**src/rtl/atomic_alu_sequencer_if.sv**
```systemverilog
// Command/response bundle for atomic_alu_sequencer.
// The master issues commands and consumes responses; the sequencer is the slave.
interface atomic_alu_sequencer_if #(
    parameter int DATA_W = 32,
    parameter int REGS   = 8
);
    localparam int AW    = $clog2(REGS);
    localparam int CMD_W = 3 + 3 * AW;

    // Both channels use strict valid/ready semantics: a transfer happens on a rising
    // clk edge where valid && ready. Once valid is high, the payload is held stable and
    // valid stays high until that transfer. Valid never waits on ready.
    logic              cmd_valid;
    logic              cmd_ready;
    logic [CMD_W-1:0]  cmd;
    logic              rsp_valid;
    logic              rsp_ready;
    logic [DATA_W-1:0] rsp_data;
    logic [3:0]        rsp_flags;
    logic              rsp_cas_ok;
    logic              rsp_err;

    modport master (
        output cmd_valid, cmd, rsp_ready,
        input  cmd_ready, rsp_valid, rsp_data, rsp_flags, rsp_cas_ok, rsp_err
    );

    modport slave (
        input  cmd_valid, cmd, rsp_ready,
        output cmd_ready, rsp_valid, rsp_data, rsp_flags, rsp_cas_ok, rsp_err
    );
endinterface

```
**src/rtl/atomic_alu_sequencer.sv**
```systemverilog
// Register-file sequencer driving an external combinational ALU, with optional
// compare-and-swap on opcode 7 (enabled by defining ATOMIC_CAS_EN).
module atomic_alu_sequencer #(
    parameter int DATA_W = 32,
    parameter int REGS   = 8
) (
    input  logic                     clk,
    input  logic                     rst_n,
    atomic_alu_sequencer_if.slave    bus,
    output logic [2:0]               alu_op_code,
    output logic [DATA_W-1:0]        data_a,
    output logic [DATA_W-1:0]        data_b,
    input  logic [DATA_W-1:0]        y,
    input  logic                     O,
    input  logic                     C,
    input  logic                     Z,
    input  logic                     N,
    input  logic [$clog2(REGS)-1:0]  dbg_addr,
    output logic [DATA_W-1:0]        dbg_data,
    output logic [1:0]               dbg_state
);
    localparam int AW    = $clog2(REGS);
    localparam int CMD_W = 3 + 3 * AW;

`ifdef ATOMIC_CAS_EN
    localparam bit CAS_EN = 1'b1;
`else
    localparam bit CAS_EN = 1'b0;
`endif

    typedef enum logic [1:0] {IDLE, EXEC, WB, RESP} state_t;

    state_t            state, state_nxt;
    logic [2:0]        op_q;
    logic [AW-1:0]     a1_q, a2_q, a3_q;
    logic [DATA_W-1:0] regs [REGS];
    logic [2:0]        cmd_op;
    logic              accept;
    logic              cmd_ready_c;
    logic              rsp_valid_c;
    logic [DATA_W-1:0] wb_data;
    logic [AW-1:0]     wb_addr;
    logic              wb_cas_ok;

    assign cmd_op        = bus.cmd[CMD_W-1 -: 3];
    assign accept        = bus.cmd_valid && cmd_ready_c;
    assign bus.cmd_ready = cmd_ready_c;
    assign bus.rsp_valid = rsp_valid_c;
    assign dbg_data      = regs[dbg_addr];
    assign dbg_state     = state;

    always_ff @(posedge clk or negedge rst_n) begin
        if (!rst_n) state <= IDLE;
        else        state <= state_nxt;
    end

    always_comb begin
        state_nxt   = state;
        cmd_ready_c = 1'b0;
        rsp_valid_c = 1'b0;
        unique case (state)
            IDLE: begin
                cmd_ready_c = 1'b1;
                // Without CAS support opcode 7 has nothing to compute and answers at once.
                if (bus.cmd_valid)
                    state_nxt = (cmd_op == 3'd7 && !CAS_EN) ? RESP : EXEC;
            end
            EXEC: state_nxt = WB;
            WB:   state_nxt = RESP;
            RESP: begin
                rsp_valid_c = 1'b1;
                if (bus.rsp_ready) state_nxt = IDLE;
            end
            default: state_nxt = IDLE;
        endcase
    end

    // Single write-back target; the register file is untouched until the WB edge,
    // so every read here sees pre-write values regardless of address aliasing.
    always_comb begin
        wb_data   = y;
        wb_addr   = a3_q;
        wb_cas_ok = 1'b0;
        if (CAS_EN && op_q == 3'd7) begin
            if (Z) begin
                wb_data   = regs[a2_q];
                wb_addr   = a1_q;
                wb_cas_ok = 1'b1;
            end else begin
                wb_data   = regs[a1_q];
                wb_addr   = a3_q;
            end
        end
    end

    always_ff @(posedge clk or negedge rst_n) begin
        if (!rst_n) begin
            op_q           <= '0;
            a1_q           <= '0;
            a2_q           <= '0;
            a3_q           <= '0;
            alu_op_code    <= '0;
            data_a         <= '0;
            data_b         <= '0;
            bus.rsp_data   <= '0;
            bus.rsp_flags  <= '0;
            bus.rsp_cas_ok <= 1'b0;
            bus.rsp_err    <= 1'b0;
            for (int i = 0; i < REGS; i++) regs[i] <= '0;
        end else begin
            if (accept) begin
                {op_q, a1_q, a2_q, a3_q} <= bus.cmd;
                if (cmd_op == 3'd7 && !CAS_EN) begin
                    bus.rsp_data   <= '0;
                    bus.rsp_flags  <= '0;
                    bus.rsp_cas_ok <= 1'b0;
                    bus.rsp_err    <= 1'b1;
                end
            end
            if (state == EXEC) begin
                // CAS compares reg[a1] against the expected value in reg[a3] by subtraction.
                alu_op_code <= (op_q == 3'd7) ? 3'b001 : op_q;
                data_a      <= regs[a1_q];
                data_b      <= (op_q == 3'd7) ? regs[a3_q] : regs[a2_q];
            end
            if (state == WB) begin
                regs[wb_addr]  <= wb_data;
                bus.rsp_data   <= wb_data;
                bus.rsp_flags  <= {O, C, Z, N};
                bus.rsp_cas_ok <= wb_cas_ok;
                bus.rsp_err    <= 1'b0;
            end
        end
    end
endmodule

```
**src/flat_wrapper.sv**
```systemverilog
// flat-port wrapper written by rule: the top's interface ports become plain ports
module atomic_alu_sequencer_flat 
#(
    parameter int DATA_W = 32,
    parameter int REGS   = 8
)
  (clk, rst_n, alu_op_code, data_a, data_b, y, O, C, Z, N, dbg_addr, dbg_data, dbg_state, bus_cmd_valid, bus_cmd, bus_rsp_ready, bus_cmd_ready, bus_rsp_valid, bus_rsp_data, bus_rsp_flags, bus_rsp_cas_ok, bus_rsp_err);
  atomic_alu_sequencer_if #(.DATA_W(DATA_W), .REGS(REGS)) bus_i ();
  input  logic clk;
  input  logic rst_n;
  output logic [2:0] alu_op_code;
  output logic [DATA_W-1:0] data_a;
  output logic [DATA_W-1:0] data_b;
  input  logic [DATA_W-1:0] y;
  input  logic O;
  input  logic C;
  input  logic Z;
  input  logic N;
  input  logic [$clog2(REGS)-1:0] dbg_addr;
  output logic [DATA_W-1:0] dbg_data;
  output logic [1:0] dbg_state;
  input wire logic [$bits(bus_i.cmd_valid)-1:0] bus_cmd_valid;
  input wire logic [$bits(bus_i.cmd)-1:0] bus_cmd;
  input wire logic [$bits(bus_i.rsp_ready)-1:0] bus_rsp_ready;
  output wire logic [$bits(bus_i.cmd_ready)-1:0] bus_cmd_ready;
  output wire logic [$bits(bus_i.rsp_valid)-1:0] bus_rsp_valid;
  output wire logic [$bits(bus_i.rsp_data)-1:0] bus_rsp_data;
  output wire logic [$bits(bus_i.rsp_flags)-1:0] bus_rsp_flags;
  output wire logic [$bits(bus_i.rsp_cas_ok)-1:0] bus_rsp_cas_ok;
  output wire logic [$bits(bus_i.rsp_err)-1:0] bus_rsp_err;
  assign bus_i.cmd_valid = bus_cmd_valid;
  assign bus_i.cmd = bus_cmd;
  assign bus_i.rsp_ready = bus_rsp_ready;
  assign bus_cmd_ready = bus_i.cmd_ready;
  assign bus_rsp_valid = bus_i.rsp_valid;
  assign bus_rsp_data = bus_i.rsp_data;
  assign bus_rsp_flags = bus_i.rsp_flags;
  assign bus_rsp_cas_ok = bus_i.rsp_cas_ok;
  assign bus_rsp_err = bus_i.rsp_err;
  atomic_alu_sequencer #(.DATA_W(DATA_W), .REGS(REGS)) u_core (.clk(clk), .rst_n(rst_n), .bus(bus_i), .alu_op_code(alu_op_code), .data_a(data_a), .data_b(data_b), .y(y), .O(O), .C(C), .Z(Z), .N(N), .dbg_addr(dbg_addr), .dbg_data(dbg_data), .dbg_state(dbg_state));
endmodule
```
**config.mk**
```make
export PLATFORM = sky130hd
export DESIGN_NAME = atomic_alu_sequencer_flat
export DESIGN_NICKNAME = d
export VERILOG_FILES = /design/src/rtl/atomic_alu_sequencer_if.sv /design/src/rtl/atomic_alu_sequencer.sv /design/src/flat_wrapper.sv
export SDC_FILE = /design/constraint.sdc
export NUM_CORES = 1
export LEC_CHECK = 0
export CORE_AREA = 2 2 234 178
export DETAILED_ROUTE_END_ITERATION = 8
export DIE_AREA = 0 0 236 180
export PLACE_DENSITY_LB_ADDON = 0.15
export RECOVER_POWER = 50
export SLEW_MARGIN = 5
export SYNTH_ARGS = -nofsm -noshare
export SYNTH_HDL_FRONTEND = slang
export SYNTH_SLANG_ARGS = --single-unit
export TNS_END_PERCENT = 100
```
**constraint.sdc**
```tcl
create_clock -name clk -period 2.3 [get_ports clk]
set_input_delay 0.345 -clock clk [delete_from_list [all_inputs] [get_ports clk]]
set_output_delay 0.345 -clock clk [all_outputs]
set_load 0.05 [all_outputs]
```
# After elaboration in Yosys (flattened, before gate mapping)
# Cells that the tools add are included.
# W data, S select, Z words.
dict set report totals {
  regBits 375
  input_bits 55
  word_cells 78
}
dict set report classes {
  magnitude_cmp 5
  n_eq_ne 7
  muxes 35
  bitwise 4
  n_reduce_logical 7
}
# op count
set op_table {}
lappend op_table {{$mux W32} 13}
lappend op_table {{$bmux W32 S3} 4}
lappend op_table {{$bwmux W256} 1}
lappend op_table {{$demux W32 S3} 1}
lappend op_table {{$ge A4 B4 Y1 const B} 4}
lappend op_table {{$not A3 Y4} 4}
lappend op_table {{$mux W4} 3}
lappend op_table {{$mux W1} 8}
lappend op_table {{$pmux W2 S4} 1}
lappend op_table {{$eq A3 B3 Y1 const B} 2}
lappend op_table {{$mux W2} 3}
lappend op_table {{$eq A2 B2 Y1 const B} 2}
lappend op_table {{$lt A4 B1 Y1 const B} 1}
lappend op_table {{$ne A2 B2 Y1 const B} 2}
lappend op_table {{$reduce_and A2 Y1} 2}
lappend op_table {{$reduce_bool A2 Y1} 2}
lappend op_table {{$mux W3} 1}
lappend op_table {{$eq A2 B1 Y1 const B} 1}
lappend op_table {{$logic_and A1 B1 Y1} 2}
lappend op_table {{$logic_not A2 Y1} 1}

# Logic depth before layout (Yosys ltp)
# Gate-level depths: netlist of run 1.
dict set report logic_depth {
  word_depth 6
  depth_mapped 8
}

# Worst setup path before layout of run 1
# Ideal clock, no wire load.
dict set report synth_path {
  kind {register -> register}
  from {register u_core.state[0], in the netlist u_core.dbg_state[0]}
  to {register u_core.bus.rsp_data[10]}
  setup_ns 0.067
  t_arrival_ns 2.299
  required_time_ns 2.233
  slack_ns -0.066
  stages_incl_launch_ff 8
  period_less_slack_ns 2.366
  cell_sequence {dfrtp_1 -> inv_1 -> ha_1 -> nand2_1 -> nor2_1 -> nor2_1 -> clkbuf_1 -> a22o_1}
}
dict set report synth_between {
  elab_chain_len 5
  word_cells_on_any_way 8
  classes_between {eq/ne (1); mux (2); reduce/logical (5)}
}
# element line_no
set synth_rtl {}
lappend synth_rtl {{from (decl)} atomic_alu_sequencer.sv:33} ;# state_t state, state_nxt;
lappend synth_rtl {{from (signal assigned)} atomic_alu_sequencer.sv:54} ;# else state <= state_nxt;
lappend synth_rtl {{$logic_not A2 Y1} atomic_alu_sequencer.sv:61} ;# unique case (state)
lappend synth_rtl {{$mux W1} atomic_alu_sequencer.sv:61}
lappend synth_rtl {{net bus_cmd_ready} flat_wrapper.sv:25} ;# output wire logic [$bits(bus_i.cmd_ready)-1:0] bus_cmd_ready;
lappend synth_rtl {{$logic_and A1 B1 Y1} atomic_alu_sequencer.sv:46} ;# assign accept = bus.cmd_valid && cmd_ready_c;
lappend synth_rtl {{$reduce_bool A2 Y1 (no line)} -}
lappend synth_rtl {{$reduce_and A2 Y1 (no line)} -}
lappend synth_rtl {{to (signal assigned)} atomic_alu_sequencer.sv:128} ;# bus.rsp_data <= wb_data;
lappend synth_rtl {{to (decl)} atomic_alu_sequencer_if.sv:30} ;# output cmd_ready, rsp_valid, rsp_data, rsp_flags, rsp_cas_ok, rsp_err
# The timed path passes the listed nets, and every way through them passes these cells.
# A chain may end at the register's enable or synchronous reset.

# Worst setup path in the final report of run 1
dict set report layout_path {
  from {register u_core.regs[203] in the netlist's numbering}
  to {output dbg_data[11]}
}
dict set report layout_between {
  elab_chain_len 3
}
# element line_no
set layout_rtl {}
lappend layout_rtl {{from (decl)} atomic_alu_sequencer.sv:36} ;# logic [DATA_W-1:0] regs [REGS];
lappend layout_rtl {{from (signal, indexed assignment)} atomic_alu_sequencer.sv:127} ;# regs[wb_addr] <= wb_data;
lappend layout_rtl {{$bmux W32 S3} atomic_alu_sequencer.sv:49} ;# assign dbg_data = regs[dbg_addr];
lappend layout_rtl {{$mux W32 (not written as such) (2 in series)} atomic_alu_sequencer.sv:49}
lappend layout_rtl {{to (decl)} flat_wrapper.sv:20} ;# output logic [DATA_W-1:0] dbg_data;
# Every way passes these cells. The select of a mux whose other input is x is not followed.

==> results.md, run 1 <==
- Port bufs: 194
- Total number of H-tree levels: 2
- Final Cycle Share: 1.00
- Die area: 42500 µm²
- Vias: 16400
- Power density over cell area: 1830 nW/µm²
- Critical-path top delay cell: mux4_2
- WP data required: 1.96 ns
- Setup violators final: 1
- Commonest non-fill, non-tap cell in the layout: dfrtp_1
- Post-layout util: 0.671
- Fin crit period: 2.31 ns
- F_max: 433 MHz
- LEAKAGE: 11.3 nW
- Yosys synthesis warning count: 0
- Worst reg-to-reg path cell count: 6
- CTS Buf Count: 40
- DRT Pass-1 Iters: 6
- Routed Antenna Nets: 0
- Hold Path Sink: u_core.bus.rsp_flags[3]
- Hpwl dp: 43700 µm
- Family with the most delay on the worst path: multiplexers
- Synth Cell Area: 21900 µm²
- Setup crit end kind: primary output
- Hold Slack: 0.414 ns
- Final count of hold timing violations: 0
- Prevailing post-synth register cell: dfrtp_1
- Drt wl/cell: 28.7 µm
- Average cell area after synthesis: 14.3 µm²
- Count of buffer and inverter cells on the critical path: 1
- Via/cell ratio: 6.85
- Starting Density: 0.543
- Pre-CTS WS: 0.120 ns
- WHS Path Cells: 2
- Post-synthesis xor/xnor area fraction: 0
- Max_slew headroom: 0.0571
- FF+latch count, synth: 374
- Adder-cell share of the synthesized area: 0.00286
- RSZ-0062 raised after global routing: true
- Ports: 196
- Row count: 64
- Overall routing resource usage: 0.324
- Worst skew pair latency: 0.55 ns
- 1st-iter DRT viols: 1849
- Remaining global-route overflow: 0
- Worst R2R Setup Slack: 0.04 ns
- Crit-path cells: mux4_2 > mux2_2 > buf_4
- Max Cap Viol: 0
- Class of the worst hold path: in2reg
- Fin cells: 2397
- Slack of the critical path: -0.00731 ns
- Die W: 236 µm
- Largest family of logic cells by synthesized area: multiplexers
- Leading area contributor after synthesis: dfrtp_1
- Clock Tree Root: clkbuf_16
- Max-slew violations: 0
- HP Start: O
- Placed cell count: 2213
- Worst Tran Pin Value: 1.41 ns
- Die H: 180 µm
- Crit path arrival time: 1.96 ns
- Max stage delay on crit path: 0.50 ns
- WS Path Type: reg2out
- DRC: 0
- Mux contribution to synthesized area: 0.424
- Maximum VDD drop: 1.10 mV
- Status: finished with violations
- Synth unique cells: 53
- Syn nets: 1591
- Max Buffers Root-to-Sink: 3
- Vias in the first global route: 16600
- Drt total wl: 68900 µm
- First-pass GRT wire length: 105000 µm
- Clock-pin slew of the registers on the worst-case setup and hold paths: 0.06 ns
- Worst r2r dst: u_core.regs[74]
- Largest net degree at the start of global routing: 64
- Final nets: 1901
- Post-Synthesis Cells: 1531
- Post-synth EDFFs: 0
- GP Congestion: 0.893
- Post-synthesis compound-gate area fraction: 0.0790
- Setup_tns: -0.00731 ns
- Clock Skews: 0.0197 ns
- R2R Path Start: u_core.dbg_state[0]
- Inserted Diodes: 0
- Initial antenna violation count: 0
- Synth top area cells: dfrtp_1, mux4_2, mux2_2
- Share of the synthesized area in the top cell type: 0.428
- Seq/Total Area, Yosys: 0.428
- Ys async rst share: 1.00
- CTS tree: yes
- Core area: 40300 µm²
- Filler cell count: 2902
- Simple-gate share of the synthesized area: 0.0273
- Share of cells above drive strength 1: 0.461
- Commonest cells after routing, fill and taps aside: dfrtp_1, mux2_2, mux4_2
- Crit path launch type: flop
- Failing checks: setup timing
- Syn-to-layout area delta: 23.6%
- Crit-path max FO: 5
- Sink Count: 374
-- logic make-up after synthesis --
| kind of cell | after synthesis |
|---|---|
| AOI/OAI and AO/OA | 228 |
| adders and majority gates | 5 |
| buffers and inverters | 154 |
| DFF | 374 |
| muxes | 636 |
| other | 1 |
| and+or+nand+nor | 133 |
-- cell usage after synthesis (10+ instances only) --
| library cell | n |
|---|---|
| a221oi_1 | 23 |
| dfrtp_1 | 374 |
| nand3_1 | 13 |
| clkbuf_1 | 43 |
| a22oi_1 | 14 |
| mux2_1 | 19 |
| buf_2 | 52 |
| o221ai_1 | 10 |
| nand2_1 | 28 |
| nor2_1 | 68 |
| a21oi_1 | 53 |
| mux2i_1 | 120 |
| a22o_1 | 43 |
| buf_4 | 26 |
| mux4_2 | 192 |
| mux2_4 | 30 |
| o21ai_0 | 16 |
| a31oi_1 | 12 |
| mux2_2 | 275 |
-- final cells by class --
| class | count | area (µm²) | share of cell area |
|---|---|---|---|
| Multi-Input combinational cell | 1003 | 11700 | 0.434 |
| Clock inverter | 9 | 100 | 0.00370 |
| Tap cell | 528 | 661 | 0.0244 |
| Inverter | 12 | 45.0 | 0.00167 |
| Timing Repair Buffer | 410 | 3890 | 0.144 |
| Sequential cell | 374 | 9410 | 0.348 |
| Clock buffer | 61 | 1200 | 0.0444 |
-- flip-flops by register name, summed over array words and instances (netlist names) --
| register | count |
|---|---|
| u_core.dbg_state | 2 |
| u_core.alu_op_code | 3 |
| u_core.bus.rsp_err | 1 |
| u_core.regs | 256 |
| u_core.a3_q | 3 |
| u_core.data_b | 32 |
| u_core.op_q | 3 |
| u_core.a1_q | 3 |
| u_core.data_a | 32 |
| u_core.bus.rsp_flags | 4 |
| u_core.a2_q | 3 |
| u_core.bus.rsp_data | 32 |
-- per-stage QoR --
step                      power [mW]  cell area [µm²]
after floorplan                 32.4            21900
after global placement          40.2            24900
after detailed placement        40.9            24900
after CTS                       48.1            26500
after global routing            51.7            27000
final                           49.5            27000
-- power by group --
group | internal (mW) | switching [mW] | leakage, nW
clock network | 3.81 | 2.73 | 0.637
registers | 10.0 | 3.99 | 4.42
logic | 14.4 | 14.6 | 6.28
-- routing by layer --
layer,track usage,up-vias,wire length (µm)
li1,-,6686,-
met1,0.464,8554,28100
met2,0.498,1021,31600
met3,0.0691,154,6830
met4,0.107,0,2250
met5,0,-,0
-- worst max-delay path by stage --
stage,slack [ns],start,end,cells past startpoint
3_5_place_dp,0.12,u_core.dbg_state[1],u_core.data_b[6],6
6_report,-0.007,u_core.regs[203],dbg_data[11],3
3_3_place_gp,0.15,dbg_addr[0],dbg_data[12],5
4_1_cts,-0.001,u_core.regs[172],dbg_data[12],3
5_1_grt,-0.03,u_core.regs[172],dbg_data[12],3
2_1_floorplan,0.11,u_core.dbg_state[0],u_core.bus.rsp_data[10],7
-- timing repair --
item / in CTS / in global routing
hold buffers: 1 / 0
gates resized for setup: 11 / 35
setup buffers: 34 / 79
endpoints found under the hold margin: 38 / 0
endpoints found under the setup margin: 17 / 29
Power figures use the tool's default switching activity.
==> run 2, diff against run 1 <==
==> constraint.sdc (replaced) <==
create_clock -name clk -period 2.7 [get_ports clk]
set_input_delay 0.405 -clock clk [delete_from_list [all_inputs] [get_ports clk]]
set_output_delay 0.405 -clock clk [all_outputs]
set_load 0.01 [all_outputs]
==> run 2 against run 1 <==
  * The flow now finishes without violations
  * Count of clock-buffer cells in the layout fell by 8
  * Critical path depth did not move
  * Register-to-register slack improved by 0.20 ns
  * Via count fell by 4.6%
  * Wire length fell by 3.5%
==> results.md, run 2 (synthesis gave the netlist of run 1 again) <==
- Via/cell ratio: 6.91 (+0.93%)
- Power Total: 37.0 mW (-25%)
- Commonest cells after routing, fill and taps aside: dfrtp_1, mux2_2, mux4_2
- Largest net degree at the start of global routing: 74 (+16%)
- Share of cells above drive strength 1: 0.390 (-0.0703)
- DRT Pass-1 Iters: 7 (+1)
- Clock-pin slew of the registers on the worst-case setup and hold paths: 0.06 ns (about the same)
- Crit path launch type: flop
- Inserted Diodes: 0 (unchanged)
- Starting Density: 0.543 (unchanged)
- Die area: 42500 µm² (unchanged)
- Top Metal Used: met4
- CTS Buf Count: 39 (-2.5%)
- Final count of hold timing violations: 0 (unchanged)
- Row count: 64 (unchanged)
- Max Buffers Root-to-Sink: 3 (unchanged)
- Final Instance Area: 26000 µm² (-3.9%)
- DRC: 0 (unchanged)
- Worst r2r dst: u_core.data_a[0]
- Hpwl dp: 42100 µm (-3.6%)
- CP Launch Point: u_core.regs[0]
- 1st-iter DRT viols: 1563 (-15%)
- Routed met3 length: 5710 µm (-16%)
- Filler cell count: 2887 (-0.52%)
- RSZ-0062 raised after global routing: false
- Syn-to-layout area delta: 18.7%
- Die H: 180 µm (unchanged)
- Crit-path max FO: 5 (unchanged)
- Setup_tns: 0 ns (+0.00731 ns)
- Max_slew headroom: 0.147 (+0.0903)
- Commonest non-fill, non-tap cell in the layout: dfrtp_1
- Final Cycle Share: 0.985
- Placed cell count: 2194 (-0.86%)
- Vias in the first global route: 16000 (-3.3%)
- WS Path Type: reg2out
- Routed Antenna Nets: 0 (unchanged)
- Drt total wl: 66400 µm (-3.5%)
- LEAKAGE: 10.7 nW (-5.6%)
- Core area: 40300 µm² (unchanged)
- Drt wl/cell: 29.3 µm (+2.1%)
- Overall routing resource usage: 0.317 (-0.00713)
- Biggest register: u_core.regs
- Initial antenna violation count: 0 (unchanged)
- Crit path arrival time: 2.25 ns (+0.29 ns)
- Worst skew pair latency: 0.55 ns (about the same)
- Power density over cell area: 1420 nW/µm² (-22%)
- Status: completed
- Port bufs: 194 (unchanged)
- Fin cells: 2265 (-5.5%)
- Fin crit period: 2.66 ns
- Class of the worst hold path: in2async
- Final nets: 1771 (-6.8%)
- Maximum VDD drop: 0.601 mV (-45%)
- Worst Tran Pin Value: 1.28 ns (-0.136 ns)
- F_max: 376 MHz
- Die W: 236 µm (unchanged)
- Clock Tree Root: clkbuf_16
- Worst R2R Setup Slack: 0.24 ns (+0.20 ns)
- Routed wl met2: 30600 µm (-3.3%)
- Metal-1 WL: 27900 µm (-1.0%)
- WP data required: 2.30 ns (+0.34 ns)
- Max Cap Viol: 0 (unchanged)
- Max-slew violations: 0 (unchanged)
- Worst reg-to-reg path cell count: 4 (-2)
- Max FFs per register: 256 (unchanged)
- CTS tree: yes
- Vias: 15700 (-4.6%)
- Setup violators final: 0 (-1)
- First-pass GRT wire length: 102000 µm (-2.6%)
- GP Congestion: 0.888 (-0.52%)
- Remaining global-route overflow: 0 (unchanged)
- R2R Path Start: u_core.a1_q[1]
- Clock Skews: 0.0155 ns (-0.00420 ns)
- Sink Count: 374 (unchanged)
- Crit path to: dbg_data[0]
- Ports: 196 (unchanged)
- Setup crit end kind: primary output
- Placed Area: 24800 µm² (-0.46%)
- Total number of H-tree levels: 2 (unchanged)
[run 2: where the power goes]
part           leakage [nW]  switching, mW  internal [mW]
Clock                 0.633           2.33           3.31
Sequential             4.44           3.78           8.51
Combinational          5.63           8.19           10.9
[run 2: stage by stage]
stage               hold WS [ns]  utilization  worst slack (ns)
CTS                        0.463        0.648           0.00630
floorplan                  0.109            -             0.567
global route               0.476        0.645          0.000524
detailed placement         0.457        0.615             0.118
finish                     0.418        0.645            0.0407
global placement           0.452        0.615             0.146
[run 2: routing by layer]
metal / vias up / global-route usage
li1: 6455 / -
met1: 8213 / 0.451
met4: 0 / 0.108
met3: 153 / 0.0699
met2: 835 / 0.487
met5: - / 0
[run 2: worst min-delay path by stage]
stage | start | endpoint | slack, ns | cells after the start
global route | rst_n | u_core.bus.rsp_data[24] | 0.48 | 2
floorplan | rst_n | u_core.a1_q[0] | 0.11 | 0
finish | rst_n | u_core.regs[248] | 0.42 | 2
CTS | C | u_core.bus.rsp_flags[2] | 0.46 | 2
detailed placement | rst_n | u_core.data_a[24] | 0.46 | 1
global placement | rst_n | u_core.regs[248] | 0.45 | 1
[run 2: repair_timing]
action | CTS | global route
resized for setup | 0 | 10
setup buffers | 2 | 1
setup endpoints to repair | 1 | 7
hold buffers | 1 | 0
hold endpoints to repair | 62 | 0
[run 2: worst max-delay path, stage by stage (launching register included)]
cell and delay (ns):
dfrtp_1 0.43, mux4_2 0.49, mux2_2 0.31, clkdlybuf4s50_1 0.49
[run 2: final cells by class]
| type | instances | area (µm²) | area share |
|---|---|---|---|
| inverters | 12 | 45.0 | 0.00173 |
| clock inverters | 14 | 208 | 0.00799 |
| multi-input cells | 1003 | 11700 | 0.451 |
| clock buffers | 53 | 1090 | 0.0419 |
| flip-flops and latches | 374 | 9390 | 0.361 |
| repair buffers | 281 | 2880 | 0.111 |
| well taps | 528 | 661 | 0.0254 |
==> run 3, diff against run 2 <==
Settings changed: PLACE_DENSITY set to 0.86, PLACE_DENSITY_LB_ADDON 0.15 to not set.
==> run 3 against run 2 <==
  * Count of clock-buffer cells in the layout fell by 1
  * Hold slack got worse by 0.035 ns
  * Die area did not move
  * Register-to-register slack got worse by 0.04 ns
  * Via count rose by 2.3%
  * Fmax fell by 0.63%
  * Combinational power barely moved
  * Highest routed layer unchanged
==> results.md, run 3 (synthesis gave the netlist of run 1 again) <==
- Sink Count: 374 (unchanged)
- Power density over cell area: 1440 nW/µm² (+1.0%)
- Critical-path top delay cell: mux4_2
- Fin crit period: 2.68 ns (+0.0168 ns)
- Vias: 16000 (+2.3%)
- Fin cells: 2253 (-0.53%)
- Die W: 236 µm (unchanged)
- Remaining global-route overflow: 0 (unchanged)
- Crit path launch type: flop
- Share of cells above drive strength 1: 0.389 (-0.000891)
- Starting Density: 0.543 (unchanged)
- GP Congestion: 0.890 (+0.17%)
- Max stage delay on crit path: 0.49 ns (about the same)
- F_max: 374 MHz (-0.63%)
- Biggest register: u_core.regs
- Sequential cell area: 9390 µm² (about the same)
- Setup_tns: 0 ns (unchanged)
- Max FFs per register: 256 (unchanged)
- CTS Buf Count: 39 (unchanged)
- WS Path Type: reg2out
- Max_slew headroom: 0.0932 (-0.0542)
- DRC: 0 (unchanged)
- Crit-path max FO: 5 (unchanged)
- Final nets: 1756 (-0.85%)
- Net Sw Frac: 0.393 (+0.00629)
- Maximum VDD drop: 0.770 mV (+28%)
- Syn-to-layout area delta: 17.9%
- Filler cell count: 2856 (-1.1%)
- Crit path arrival time: 2.27 ns (+0.02 ns)
- Die area: 42500 µm² (unchanged)
- Pre-CTS WS: 0.141 ns (+0.0234 ns)
- Max Cap Viol: 0 (unchanged)
- Overall routing resource usage: 0.317 (-0.000615)
- Switching power: 14.6 mW (+1.9%)
- Vias in the first global route: 16700 (+4.3%)
- Routed Antenna Nets: 0 (unchanged)
- Clock Tree Root: clkbuf_16
- Status: completed
- CTS tree: yes
- Final Cycle Share: 0.991 (+0.00623)
- Worst skew pair latency: 0.55 ns (about the same)
- Area occupied by multi-input gates: 11700 µm² (unchanged)
- Worst reg-to-reg path cell count: 4 (unchanged)
- Initial antenna violation count: 2 (+2)
- Die H: 180 µm (unchanged)
- Commonest non-fill, non-tap cell in the layout: dfrtp_1
- Core area: 40300 µm² (unchanged)
- 1st-iter DRT viols: 1884 (+21%)
- Slack of the critical path: 0.0239 ns (-0.0168 ns)
- Max Buffers Root-to-Sink: 3 (unchanged)
- Hpwl dp: 41500 µm (-1.4%)
- Clock Skews: 0.0182 ns (+0.00269 ns)
- Internal power: 22.5 mW (-0.76%)
- Total number of H-tree levels: 2 (unchanged)
- Share of total power in the clock network: 0.149 (-0.003)
- Largest net degree at the start of global routing: 69 (-6.8%)
- Crit-path cells: mux4_2 > mux2_2 > clkdlybuf4s50_1
- Setup crit end kind: primary output
- LEAKAGE: 10.6 nW (-1.1%)
- Final count of hold timing violations: 0 (unchanged)
- Clock-pin slew of the registers on the worst-case setup and hold paths: 0.06 ns (about the same)
- Max-slew violations: 0 (unchanged)
- Worst r2r dst: u_core.data_a[31]
- Ports: 196 (unchanged)
- Drt wl/cell: 29.6 µm (+1.0%)
- First-pass GRT wire length: 103000 µm (+1.1%)
- Via/cell ratio: 7.11 (+2.9%)
- Commonest cells after routing, fill and taps aside: dfrtp_1, mux2_2, mux4_2
- Family with the most delay on the worst path: multiplexers
- WP data required: 2.30 ns (about the same)
- Setup violators final: 0 (unchanged)
- R2R Path Start: u_core.a1_q[0]
- Port bufs: 194 (unchanged)
- Combinational power share: 0.519 (+0.004)
- Class of the worst hold path: in2async
- Register share of total power: 0.332 (about the same)
- Drt total wl: 66700 µm (+0.49%)
- Placed cell count: 2181 (-0.59%)
- DRT Pass-1 Iters: 6 (-1)
- Count of buffer and inverter cells on the critical path: 1 (unchanged)
- Worst R2R Setup Slack: 0.20 ns (-0.04 ns)
- Row count: 64 (unchanged)
- Worst Tran Pin Value: 1.36 ns (+0.0814 ns)
## run 3: cell types whose count changed in the layout (fill, tap and decap cells not counted), moves of 3 or more
cell             before  now
buf_2                 1    4
clkdlybuf4s50_1     154  162
clkbuf_1             12    8
dlygate4sd3_1        32   24
clkinv_2              5    9
buf_12               24   19
buf_4                50   42
## run 3: through the flow
stage               hold WS, ns  cell area, µm²  utilization  total power, mW
CTS                       0.445           25900        0.643             37.0
global route              0.437           25800        0.640             38.8
finish                    0.383           25800        0.640             37.1
floorplan                 0.109           21900            -             24.3
detailed placement        0.417           24600        0.611             31.2
global placement          0.403           24600        0.611             30.4
## run 3: layout make-up
cell class,count,area share
diodes,2,0.000194
clock inverters,16,0.00640
well taps,528,0.0256
multi-input cells,1003,0.454
repair buffers,266,0.104
flip-flops and latches,374,0.364
inverters,12,0.00175
clock buffers,52,0.0437
## run 3: timing repair
item / 4_1_cts / 5_1_grt
hold endpoints to repair: 61 / 0
setup endpoints to repair: 2 / 8
resized for setup: 2 / 8
buffers inserted: 0 / 1
pin swaps: 0 / 0
hold buffers: 1 / 0
## run 3: per-layer routing
layer / routed length, µm / up-vias / part of all wire / GRT usage
li1: - / 6398 / - / -
met1: 25100 / 8250 / 0.38 / 0.415
met2: 31600 / 1151 / 0.47 / 0.504
met3: 7460 / 218 / 0.11 / 0.0806
met4: 2610 / 0 / 0.039 / 0.135
met5: 0 / - / 0 / 0
## run 3: worst max-delay path by stage
| stage | to | slack [ns] | start | depth (start not counted) |
|---|---|---|---|---|
| after floorplan | dbg_data[0] | 0.57 | dbg_addr[0] | 4 |
| after global routing | dbg_data[22] | -0.002 | u_core.regs[150] | 3 |
| after CTS | dbg_data[2] | 0.009 | u_core.regs[130] | 3 |
| after detailed placement | dbg_data[12] | 0.14 | dbg_addr[0] | 5 |
| final | dbg_data[22] | 0.02 | u_core.regs[54] | 3 |
| after global placement | dbg_data[21] | 0.16 | dbg_addr[0] | 5 |
## run 3: power groups by stage
stage	Clock [mW]	Sequential (mW)	Combinational [mW]
finish	5.54	12.3	19.2
global route	5.84	12.6	20.3
CTS	5.60	12.1	19.3
detailed placement	0	12.1	19.1
global placement	0	11.8	18.5
floorplan	0	10.9	13.4
